--- config.mk ---
export PLATFORM = sky130hd
export DESIGN_NAME = av_bfm_master_engine_flat
export DESIGN_NICKNAME = d
export VERILOG_FILES = /design/src/rtl/av_bfm_master_engine_if.sv /design/src/rtl/av_bfm_master_engine.sv /design/src/flat_wrapper.sv
export SDC_FILE = /design/constraint.sdc
export NUM_CORES = 1
export LEC_CHECK = 0
export ABC_AREA = 1
export BUFFER_PORTS_ARGS = -buffer_cell sky130_fd_sc_hd__buf_2
export CORE_ASPECT_RATIO = 0.6
export CORE_UTILIZATION = 41
export DETAILED_ROUTE_END_ITERATION = 6
export GPL_ROUTABILITY_DRIVEN = 0
export PLACE_DENSITY = 0.77
export RECOVER_POWER = 100
export SETUP_SLACK_MARGIN = 0.2
export SLEW_MARGIN = 20
export SYNTH_ARGS = -nofsm -noshare
export SYNTH_HDL_FRONTEND = slang
export SYNTH_SLANG_ARGS = --single-unit
--- constraint.sdc ---
create_clock -name av_clk_i -period 1.4 [get_ports av_clk_i]
set_clock_uncertainty 0.05 [all_clocks]
set_input_delay 0.14 -clock av_clk_i [delete_from_list [all_inputs] [get_ports av_clk_i]]
set_output_delay 0.14 -clock av_clk_i [all_outputs]
set_load 0.05 [all_outputs]
--- src/rtl/av_bfm_master_engine_if.sv ---
// Avalon-MM master bus bundle used by av_bfm_master_engine.
//   master modport: drives address/burstcount/writedata/byteenable/write/read,
//                   samples waitrequest/readdatavalid/response/readdata.
//   slave modport : the mirror image, for a slave model or interconnect.
interface av_bfm_master_engine_if #(
   parameter int unsigned dw     = 32,
   parameter int unsigned aw     = 32,
   parameter int unsigned burstw = 8
);
   logic [aw-1:0]     av_address_o;
   logic [burstw-1:0] av_burstcount_o;
   logic [dw-1:0]     av_writedata_o;
   logic [dw/8-1:0]   av_byteenable_o;
   logic              av_write_o;
   logic              av_read_o;
   logic              av_waitrequest_i;
   logic              av_readdatavalid_i;
   logic [1:0]        av_response_i;
   logic [dw-1:0]     av_readdata_i;

   modport master (
      output av_address_o, av_burstcount_o, av_writedata_o, av_byteenable_o,
             av_write_o, av_read_o,
      input  av_waitrequest_i, av_readdatavalid_i, av_response_i, av_readdata_i
   );

   modport slave (
      input  av_address_o, av_burstcount_o, av_writedata_o, av_byteenable_o,
             av_write_o, av_read_o,
      output av_waitrequest_i, av_readdatavalid_i, av_response_i, av_readdata_i
   );
endinterface

--- src/rtl/av_bfm_master_engine.sv ---
// Avalon-MM burst master engine: accepts one read or write burst command at a
// time and runs it on the Avalon bus.
//   av_clk_i/av_rst_i         : clock (rising edge), async active-low reset
//   cmd_*                     : command channel (valid/ready, write, addr, burst)
//   wr_*                      : write beat stream (valid/ready, data, byte enables)
//   rd_valid_o/rd_data_o      : read beat stream, one cycle after readdatavalid
//   done_o/err_o              : one-cycle completion pulse and its status
//   av                        : Avalon-MM master bus (av_bfm_master_engine_if.master)
// Optional macro AV_MASTER_TIMEOUT_EN adds a stall watchdog of TIMEOUT cycles.
module av_bfm_master_engine #(
   parameter int unsigned dw      = 32,
   parameter int unsigned aw      = 32,
   parameter int unsigned burstw  = 8,
   parameter int unsigned TIMEOUT = 256
) (
   input  logic              av_clk_i,
   input  logic              av_rst_i,
   input  logic              cmd_valid_i,
   output logic              cmd_ready_o,
   input  logic              cmd_write_i,
   input  logic [aw-1:0]     cmd_addr_i,
   input  logic [burstw-1:0] cmd_burst_i,
   input  logic              wr_valid_i,
   output logic              wr_ready_o,
   input  logic [dw-1:0]     wr_data_i,
   input  logic [dw/8-1:0]   wr_be_i,
   output logic              rd_valid_o,
   output logic [dw-1:0]     rd_data_o,
   output logic              done_o,
   output logic              err_o,
   av_bfm_master_engine_if.master av
);

   localparam int unsigned BEW = dw / 8;

   typedef enum logic [2:0] {
      S_IDLE  = 3'd0,
      S_WRITE = 3'd1,
      S_RREQ  = 3'd2,
      S_RDATA = 3'd3,
      S_DONE  = 3'd4
   } state_t;

   state_t            r_state;
   logic              r_cmd_ready;
   logic              r_rd_valid;
   logic [dw-1:0]     r_rd_data;
   logic              r_done;
   logic              r_err;
   logic              r_av_read;
   logic              r_sticky_err;
   logic [aw-1:0]     r_addr;
   logic [burstw-1:0] r_burst;
   logic [burstw-1:0] r_cnt;

   logic w_accept;
   logic w_wr_beat;
   logic w_rreq_ack;
   logic w_rd_beat;
   logic w_rsp_err;
   logic w_last;
   logic w_timeout;

   assign w_accept   = (r_state == S_IDLE) & r_cmd_ready & cmd_valid_i;
   assign w_wr_beat  = (r_state == S_WRITE) & wr_valid_i & ~av.av_waitrequest_i;
   assign w_rreq_ack = (r_state == S_RREQ) & ~av.av_waitrequest_i;
   // A beat arriving in the same cycle the read request is accepted still counts.
   assign w_rd_beat  = av.av_readdatavalid_i & ((r_state == S_RDATA) | w_rreq_ack);
   assign w_rsp_err  = w_rd_beat & (av.av_response_i != 2'b00);
   assign w_last     = (r_cnt == burstw'(1));

`ifdef AV_MASTER_TIMEOUT_EN
   localparam int unsigned TOW = $clog2(TIMEOUT + 1);

   logic [TOW-1:0] r_to_cnt;
   logic           w_busy;
   logic           w_progress;

   assign w_busy     = (r_state == S_WRITE) | (r_state == S_RREQ) | (r_state == S_RDATA);
   assign w_progress = w_wr_beat | w_rreq_ack | w_rd_beat;
   assign w_timeout  = w_busy & ~w_progress & (r_to_cnt == TOW'(TIMEOUT - 1));

   // Consecutive no-progress cycles while a burst is active.
   always_ff @(posedge av_clk_i or negedge av_rst_i) begin
      if (!av_rst_i) begin
         r_to_cnt <= '0;
      end else if (!w_busy || w_progress || w_timeout) begin
         r_to_cnt <= '0;
      end else begin
         r_to_cnt <= r_to_cnt + TOW'(1);
      end
   end
`else
   assign w_timeout = 1'b0;
`endif

   // Burst FSM with registered handshake, status and read outputs.
   always_ff @(posedge av_clk_i or negedge av_rst_i) begin
      if (!av_rst_i) begin
         r_state      <= S_IDLE;
         r_cmd_ready  <= 1'b0;
         r_rd_valid   <= 1'b0;
         r_rd_data    <= '0;
         r_done       <= 1'b0;
         r_err        <= 1'b0;
         r_av_read    <= 1'b0;
         r_sticky_err <= 1'b0;
         r_addr       <= '0;
         r_burst      <= '0;
         r_cnt        <= '0;
      end else begin
         r_rd_valid <= w_rd_beat;
         r_done     <= 1'b0;
         r_err      <= 1'b0;

         if (w_rd_beat) begin
            r_rd_data    <= av.av_readdata_i;
            r_cnt        <= r_cnt - burstw'(1);
            r_sticky_err <= r_sticky_err | w_rsp_err;
         end

         case (r_state)
            S_IDLE: begin
               r_cmd_ready <= 1'b1;
               if (w_accept) begin
                  r_cmd_ready  <= 1'b0;
                  r_addr       <= cmd_addr_i;
                  r_burst      <= cmd_burst_i;
                  r_cnt        <= cmd_burst_i;
                  r_sticky_err <= 1'b0;
                  if (cmd_burst_i == '0) begin
                     // Zero-length burst: no bus cycle, report an error.
                     r_state <= S_DONE;
                     r_done  <= 1'b1;
                     r_err   <= 1'b1;
                  end else if (cmd_write_i) begin
                     r_state <= S_WRITE;
                  end else begin
                     r_state   <= S_RREQ;
                     r_av_read <= 1'b1;
                  end
               end
            end
            S_WRITE: begin
               if (w_wr_beat) begin
                  r_cnt <= r_cnt - burstw'(1);
                  if (w_last) begin
                     r_state <= S_DONE;
                     r_done  <= 1'b1;
                  end
               end
            end
            S_RREQ: begin
               if (w_rreq_ack) begin
                  r_av_read <= 1'b0;
                  if (w_rd_beat && w_last) begin
                     r_state <= S_DONE;
                     r_done  <= 1'b1;
                     r_err   <= r_sticky_err | w_rsp_err;
                  end else begin
                     r_state <= S_RDATA;
                  end
               end
            end
            S_RDATA: begin
               if (w_rd_beat && w_last) begin
                  r_state <= S_DONE;
                  r_done  <= 1'b1;
                  r_err   <= r_sticky_err | w_rsp_err;
               end
            end
            S_DONE: begin
               r_state     <= S_IDLE;
               r_cmd_ready <= 1'b1;
            end
            default: begin
               r_state <= S_IDLE;
            end
         endcase

         if (w_timeout) begin
            r_state   <= S_DONE;
            r_done    <= 1'b1;
            r_err     <= 1'b1;
            r_av_read <= 1'b0;
         end
      end
   end

   assign cmd_ready_o = r_cmd_ready;
   assign rd_valid_o  = r_rd_valid;
   assign rd_data_o   = r_rd_data;
   assign done_o      = r_done;
   assign err_o       = r_err;

   // Write beats pass straight through while a write burst is active.
   assign wr_ready_o          = (r_state == S_WRITE) & ~av.av_waitrequest_i;
   assign av.av_write_o       = (r_state == S_WRITE) & wr_valid_i;
   assign av.av_writedata_o   = (r_state == S_WRITE) ? wr_data_i : '0;
   assign av.av_byteenable_o  = (r_state == S_WRITE) ? wr_be_i : BEW'(0);
   assign av.av_read_o        = r_av_read;
   assign av.av_address_o     = r_addr;
   assign av.av_burstcount_o  = r_burst;

endmodule

--- src/flat_wrapper.sv ---
// flat-port wrapper written by rule: the top's interface ports become plain ports
module av_bfm_master_engine_flat 
#(
   parameter int unsigned dw      = 32,
   parameter int unsigned aw      = 32,
   parameter int unsigned burstw  = 8,
   parameter int unsigned TIMEOUT = 256
)
  (av_clk_i, av_rst_i, cmd_valid_i, cmd_ready_o, cmd_write_i, cmd_addr_i, cmd_burst_i, wr_valid_i, wr_ready_o, wr_data_i, wr_be_i, rd_valid_o, rd_data_o, done_o, err_o, av_av_address_o, av_av_burstcount_o, av_av_writedata_o, av_av_byteenable_o, av_av_write_o, av_av_read_o, av_av_waitrequest_i, av_av_readdatavalid_i, av_av_response_i, av_av_readdata_i);
  av_bfm_master_engine_if #(.dw(dw), .aw(aw), .burstw(burstw)) av_i ();
  input  logic av_clk_i;
  input  logic av_rst_i;
  input  logic cmd_valid_i;
  output logic cmd_ready_o;
  input  logic cmd_write_i;
  input  logic [aw-1:0] cmd_addr_i;
  input  logic [burstw-1:0] cmd_burst_i;
  input  logic wr_valid_i;
  output logic wr_ready_o;
  input  logic [dw-1:0] wr_data_i;
  input  logic [dw/8-1:0] wr_be_i;
  output logic rd_valid_o;
  output logic [dw-1:0] rd_data_o;
  output logic done_o;
  output logic err_o;
  output wire logic [$bits(av_i.av_address_o)-1:0] av_av_address_o;
  output wire logic [$bits(av_i.av_burstcount_o)-1:0] av_av_burstcount_o;
  output wire logic [$bits(av_i.av_writedata_o)-1:0] av_av_writedata_o;
  output wire logic [$bits(av_i.av_byteenable_o)-1:0] av_av_byteenable_o;
  output wire logic [$bits(av_i.av_write_o)-1:0] av_av_write_o;
  output wire logic [$bits(av_i.av_read_o)-1:0] av_av_read_o;
  input wire logic [$bits(av_i.av_waitrequest_i)-1:0] av_av_waitrequest_i;
  input wire logic [$bits(av_i.av_readdatavalid_i)-1:0] av_av_readdatavalid_i;
  input wire logic [$bits(av_i.av_response_i)-1:0] av_av_response_i;
  input wire logic [$bits(av_i.av_readdata_i)-1:0] av_av_readdata_i;
  assign av_av_address_o = av_i.av_address_o;
  assign av_av_burstcount_o = av_i.av_burstcount_o;
  assign av_av_writedata_o = av_i.av_writedata_o;
  assign av_av_byteenable_o = av_i.av_byteenable_o;
  assign av_av_write_o = av_i.av_write_o;
  assign av_av_read_o = av_i.av_read_o;
  assign av_i.av_waitrequest_i = av_av_waitrequest_i;
  assign av_i.av_readdatavalid_i = av_av_readdatavalid_i;
  assign av_i.av_response_i = av_av_response_i;
  assign av_i.av_readdata_i = av_av_readdata_i;
  av_bfm_master_engine #(.dw(dw), .aw(aw), .burstw(burstw), .TIMEOUT(TIMEOUT)) u_core (.av_clk_i(av_clk_i), .av_rst_i(av_rst_i), .cmd_valid_i(cmd_valid_i), .cmd_ready_o(cmd_ready_o), .cmd_write_i(cmd_write_i), .cmd_addr_i(cmd_addr_i), .cmd_burst_i(cmd_burst_i), .wr_valid_i(wr_valid_i), .wr_ready_o(wr_ready_o), .wr_data_i(wr_data_i), .wr_be_i(wr_be_i), .rd_valid_o(rd_valid_o), .rd_data_o(rd_data_o), .done_o(done_o), .err_o(err_o), .av(av_i));
endmodule
After elaboration in Yosys (flattened, before gate mapping)
Cells that the tools add are included.
- bitwise gates (word level): 11
- eq/ne operators: 12
- multiplexer cells: 35
- add/subtract/negate cells: 1
- reductions and logical operators: 9
- operators with widths (kind ; count):
    $mux 32 ; 1
    $mux 8 ; 3
    $mux 3 ; 7
    $mux 1 ; 16
    $pmux 8 s2 ; 1
    $pmux 3 s4 ; 1
    $reduce_and 5->1 ; 2
    $and 1x1->1 ; 8
    $eq 8x1->1 const B ; 1
    $logic_not 8->1 ; 1
    $ne 2x1->1 const B ; 4
    $sub 8x1->8 const B ; 1
    $eq 3x2->1 const B ; 2
    $ne 2x2->1 const B ; 3
    $reduce_bool 2->1 ; 3
    $mux 4 ; 1
    $pmux 1 s2 ; 2
    $pmux 1 s4 ; 1
    $eq 3x1->1 const B ; 1
    $eq 3x3->1 const B ; 1
    $logic_not 3->1 ; 1
    $pmux 1 s3 ; 1
    $mux 2 ; 1
    $or 1x1->1 ; 2
    3 further kinds ; 3
- register bits after elaboration: 89
- input port bits: 117

Longest topological paths before layout
- word-level depth: 9
- depth in mapped cells: 10
- gate-level depth less buffers: 10

Least setup slack after synthesis
No wires, ideal clock.
- kind: flip-flop to flip-flop
- start: reg u_core.r_state[1]
- end: reg u_core.r_cnt[4]
- period minus slack after synthesis: 2027 ps
- arrival time: 1908 ps
- library setup time: 68 ps
- cell stages (with the launch flop): 8
- path slack: -627 ps
- path buffers: 0
- path through: dfrtp_1 > nor2_4 > nand2_4 > nor2_1 > nand2_1 > nand3_1 > nand3_1 > nand3_1
- word-level cells in the longest chain between the ends: 7
- RTL lines (item ; line ; source):
    start, declared ; av_bfm_master_engine.sv:44 ; state_t r_state;
    start signal, assigned ; av_bfm_master_engine.sv:100 ; r_state <= S_IDLE;
    start signal, assigned ; av_bfm_master_engine.sv:133 ; r_state <= S_DONE;
    start signal, assigned ; av_bfm_master_engine.sv:137 ; r_state <= S_WRITE;
    $eq 3x2->1 ; av_bfm_master_engine.sv:66 ; assign w_rreq_ack = (r_state == S_RREQ) & ~av.av_waitrequest_i;
    $and 1x1->1 ; av_bfm_master_engine.sv:66 ;
    $or 1x1->1 ; av_bfm_master_engine.sv:68 ; assign w_rd_beat = av.av_readdatavalid_i & ((r_state == S_RDATA) | w_rreq_ack);
    $and 1x1->1 ; av_bfm_master_engine.sv:68 ;
    $mux 8 ; av_bfm_master_engine.sv:116 ; if (w_rd_beat) begin
    $mux 8, on equally long branches ; av_bfm_master_engine.sv:145, av_bfm_master_engine.sv:125 ;
    $pmux 8 s2 * ; av_bfm_master_engine.sv:122 ; case (r_state)
    end signal, assigned ; av_bfm_master_engine.sv:118 ; r_cnt <= r_cnt - burstw'(1);
    end signal, assigned ; av_bfm_master_engine.sv:129 ; r_cnt <= cmd_burst_i;
    end signal, assigned ; av_bfm_master_engine.sv:146 ; r_cnt <= r_cnt - burstw'(1);
    end, declared ; av_bfm_master_engine.sv:54 ; logic [burstw-1:0] r_cnt;
Mark *: on every way between the ends. The rest lies on a longest branch, timed or not.
A chain may end at the register's enable or synchronous reset.

Worst setup path in the final report
- start: reg u_core.r_state[2]
- end: reg u_core.r_cnt[4]
The elaborated chain is that of the path after synthesis.

==> metrics.log <==
[metrics] outcome: complete, but fails checks
[metrics] violations in the final reports: setup timing
[metrics] share of the synthesized area in compound gates (AO/OA/AOI/OAI): under 10%
[metrics] most frequent standard cell in the layout excluding fill and tap cells: nand2_1
[metrics] Wirelength per Cell: 18.30 um
[metrics] CP arrival: 2.02 ns
[metrics] share of cell area taken by muxes after synthesis: 0%
[metrics] GR Overflow Total: 0
[metrics] total die area: 0.01084 sq mm
[metrics] number of setup violations in the final report: 126
[metrics] depth of the worst register-to-register path: 10
[metrics] pre-CTS setup slack: -0.1979 ns
[metrics] depth of the worst hold-timing path: 3
[metrics] Sw Share: 54.02%
[metrics] final worst-path setup slack: -0.4433 ns
[metrics] Max Buffers Root-to-Sink: 2
[metrics] synthesized-area fraction occupied by and/or/nand/nor cells: a little over a third
[metrics] Yosys top cell area share: between 50% and 60%
[metrics] endpoints failing hold: 0
[metrics] Residual DRC: 0
[metrics] final worst-path cycle share: 131.7%
[metrics] maximum number of pins on one net before global-route repair: 29
[metrics] crit path capture type: flop
[metrics] Routed Antenna Nets: 0
[metrics] share of synthesized area occupied by flip-flops and latches: 52.14%
[metrics] Comb pwr share: 66.2%
[metrics] final cell count without fillers: 1090
[metrics] share of cells above drive strength 1: 46.81%
[metrics] Max H-tree Level: 3
[metrics] syn_nets: 700
[metrics] initial antenna violation count: 0
[metrics] cell count after synthesis: 581
[metrics] maximum clock frequency: 542.5 MHz
[metrics] Finished Core Util: 82.58%
[metrics] via count of the first global-routing pass: 5474
[metrics] number of maximum-capacitance constraint violations: 0
[metrics] worst-path fanout max: 10
[metrics] CTS tree: built
[metrics] number of nets at the end of the flow: 1069
[metrics] clock-pin slew on the worst setup and hold paths: ~0.070 ns
[metrics] Initial DRC Count: 516
[metrics] Power Density: 2583 mW/mm^2
[metrics] worst flop-to-flop path endpoint: u_core.r_cnt[4]
[metrics] part of the power in registers: 21.2%
[metrics] largest area contributor in the synthesized netlist: dfrtp_1
[metrics] largest family of logic cells by synthesized area: simple AND/OR/NAND/NOR gates
[metrics] number of vias in the routed layout: 5752
[metrics] number of rows created at floorplan: 28
[metrics] cell types with the largest area share after synthesis: dfrtp_1, nand2_1, nor2_1
[metrics] global-route usage over all layers: 31.07%
[metrics] data required time of the worst path: 1.57 ns
[metrics] reg-to-reg startpoint: u_core.r_state[2]
[metrics] Num CTS Buffers: 9
[metrics] number of antenna diodes: 0
[metrics] Hold Path Sink: u_core.av.av_burstcount_o[1]
[metrics] kind of path behind the tightest hold check: input pin to flop
[metrics] Die H: 81.07 um
[metrics] cell area reported after detailed placement: 0.006261 sq mm
[metrics] Max-Slew Margin vs Limit: 47.20%
[metrics] startpoint class of the critical path: flop
[metrics] NetSw: 11.50 mW
[metrics] detailed-placement wirelength estimate: 10.09 mm
[metrics] clock share of power: 12.6%
[metrics] starting density of the core: 42.78%
[metrics] worst skew pair latency: 0.35 ns
[metrics] clock sinks: 89
[metrics] Worst-Margin Slew: 0.7919 ns
[metrics] internal power contribution: 9.794 mW
[metrics] count of buffers from port buffering: 231
[metrics] area of the mapped netlist: 0.004272 sq mm
[metrics] Slew Viols, Final: 0
[metrics] total number of yosys warnings: 0
[metrics] Pwr Total: 21.30 mW
[metrics] Leak Pwr: 4.607 nW
[metrics] number of fillers in the final layout: 498
[metrics] Worst Hold Launch: cmd_burst_i[1]
[metrics] RSZ-0062 raised after global routing: true
[metrics] worst reg-to-reg setup slack: -0.44 ns
[metrics] peak supply drop: approximately 1.8 mV
[metrics] Die Span X: 133.8 um
[metrics] final design instance area without fill: 0.008245 sq mm
[metrics] Post-Synth Adder-Cell Area: less than 1%
[metrics] layout overhead on the synthesized area: 93.03%
[metrics] Sum Neg Setup Slack: -32.78 ns
[metrics] Mean Syn Cell Area: 7.352 sq um
[metrics] Avg Vias per Cell: 5.277
[metrics] Cell variety after synth: 27
[metrics] synthesis-stage register bit count: 89
[metrics] Clk Tree Root Cell: clkbuf_16
[metrics] critical path class: flop to flop
[metrics] wire length after detailed routing: around 20 mm
[metrics] area of the core: around 0.01 sq mm
[metrics] 1st-pass router iterations: 6
[metrics] commonest cells after routing, fill and taps aside: nand2_1, buf_2, dfrtp_1
[metrics] final worst path period need: 1.843 ns
[metrics] hold slack final: 0.02985 ns
[metrics] global-route wire length before repair: about 26 mm
[metrics] cell total after placement: 977
[metrics] parity-gate share of the synthesized area counting xor and xnor cells: 0.8202%
[metrics] IO Count: ~230
synth_stat cells:
master	count
or2_2	1
nor3_4	1
inv_1	54
xor2_1	2
xnor2_1	2
buf_1	2
dfrtp_1	89
buf_4	2
nand2_1	282
nand4_1	2
nand2_2	2
o21ai_0	7
o21ai_1	1
nor2_1	68
buf_2	11
o21a_1	1
nor2_4	2
nand3_1	30
a21oi_1	7
inv_2	3
a21o_1	1
ha_1	2
nor2_8	1
buf_6	1
o211ai_1	1
nand2_4	1
clkbuf_1	5
worst max path at each step:
stage                     slack [ns]  depth (start not counted)                    end               from
final                          -0.44                         10        u_core.r_cnt[4]  u_core.r_state[2]
after global routing           -0.47                         10        u_core.r_cnt[4]  u_core.r_state[1]
after CTS                      -0.30                          6   av_av_writedata_o[2]  u_core.r_state[1]
after detailed placement       -0.20                          9        u_core.r_cnt[3]  u_core.r_state[1]
after global placement         -0.09                          9        u_core.r_cnt[3]  u_core.r_state[1]
after floorplan                -0.03                          4  av_av_writedata_o[10]  u_core.r_state[1]
routing by layer:
metal | global-route usage, % | wire, um | vias to the layer above
li1 | - | - | 2494
met1 | 37.57 | 7225 | 2701
met2 | 53.58 | 9579 | 419
met3 | 8.240 | 1988 | 138
met4 | 12.39 | 1156 | 0
met5 | 0 | 0 | -
area by class of cell:
type	count	area [sq um]	share of cell area [%]
clock inverters	7	100.1	1.214
clock buffers	9	225.2	2.731
inverters	57	224.0	2.716
well taps	135	168.9	2.049
flip-flops and latches	89	2230	27.04
repair buffers	376	2970	36.02
multi-input cells	417	2327	28.22
worst max-delay path: stages (launching register included):
cell and delay, ns:
dfrtp_1 0.42, nor2_4 0.17, buf_6 0.12, buf_6 0.11
nand2_8 0.06, nor2_4 0.21, inv_4 0.13, nand3_1 0.11
nand2_1 0.11, nand2_1 0.13, nand3_1 0.10
power groups by stage:
stage                     Clock, mW  Sequential, mW  Combinational, mW
after floorplan                   0            7.84               4.77
after global placement            0            4.33               11.2
after detailed placement          0            4.37               11.4
after CTS                      2.66            4.37               12.9
after global routing           2.77            4.60               14.7
final                          2.67            4.53               14.1
repair_timing:
action	4_1_cts	5_1_grt
cloned	7	5
pin swaps	7	25
resized for setup	123	79
buffers inserted	11	8
endpoints found under the setup margin	127	138
hold buffers	66	0
hold endpoints to repair	90	0
flip-flops by register name, indices dropped and copies added, names as in the netlist:
signal,flops
u_core.r_cnt,8
u_core.r_state,3
u_core.rd_valid_o,1
u_core.done_o,1
u_core.av.av_address_o,32
u_core.rd_data_o,32
u_core.r_sticky_err,1
u_core.av.av_burstcount_o,8
u_core.av.av_read_o,1
u_core.err_o,1
u_core.cmd_ready_o,1
cells by family after synthesis:
kind of cell	count (synthesis)
flops	89
simple gates	390
compound gates	18
fa+ha+maj	2
buf+inv	78
xor+xnor	4
No activity file was read; power rests on OpenSTA's default activity.
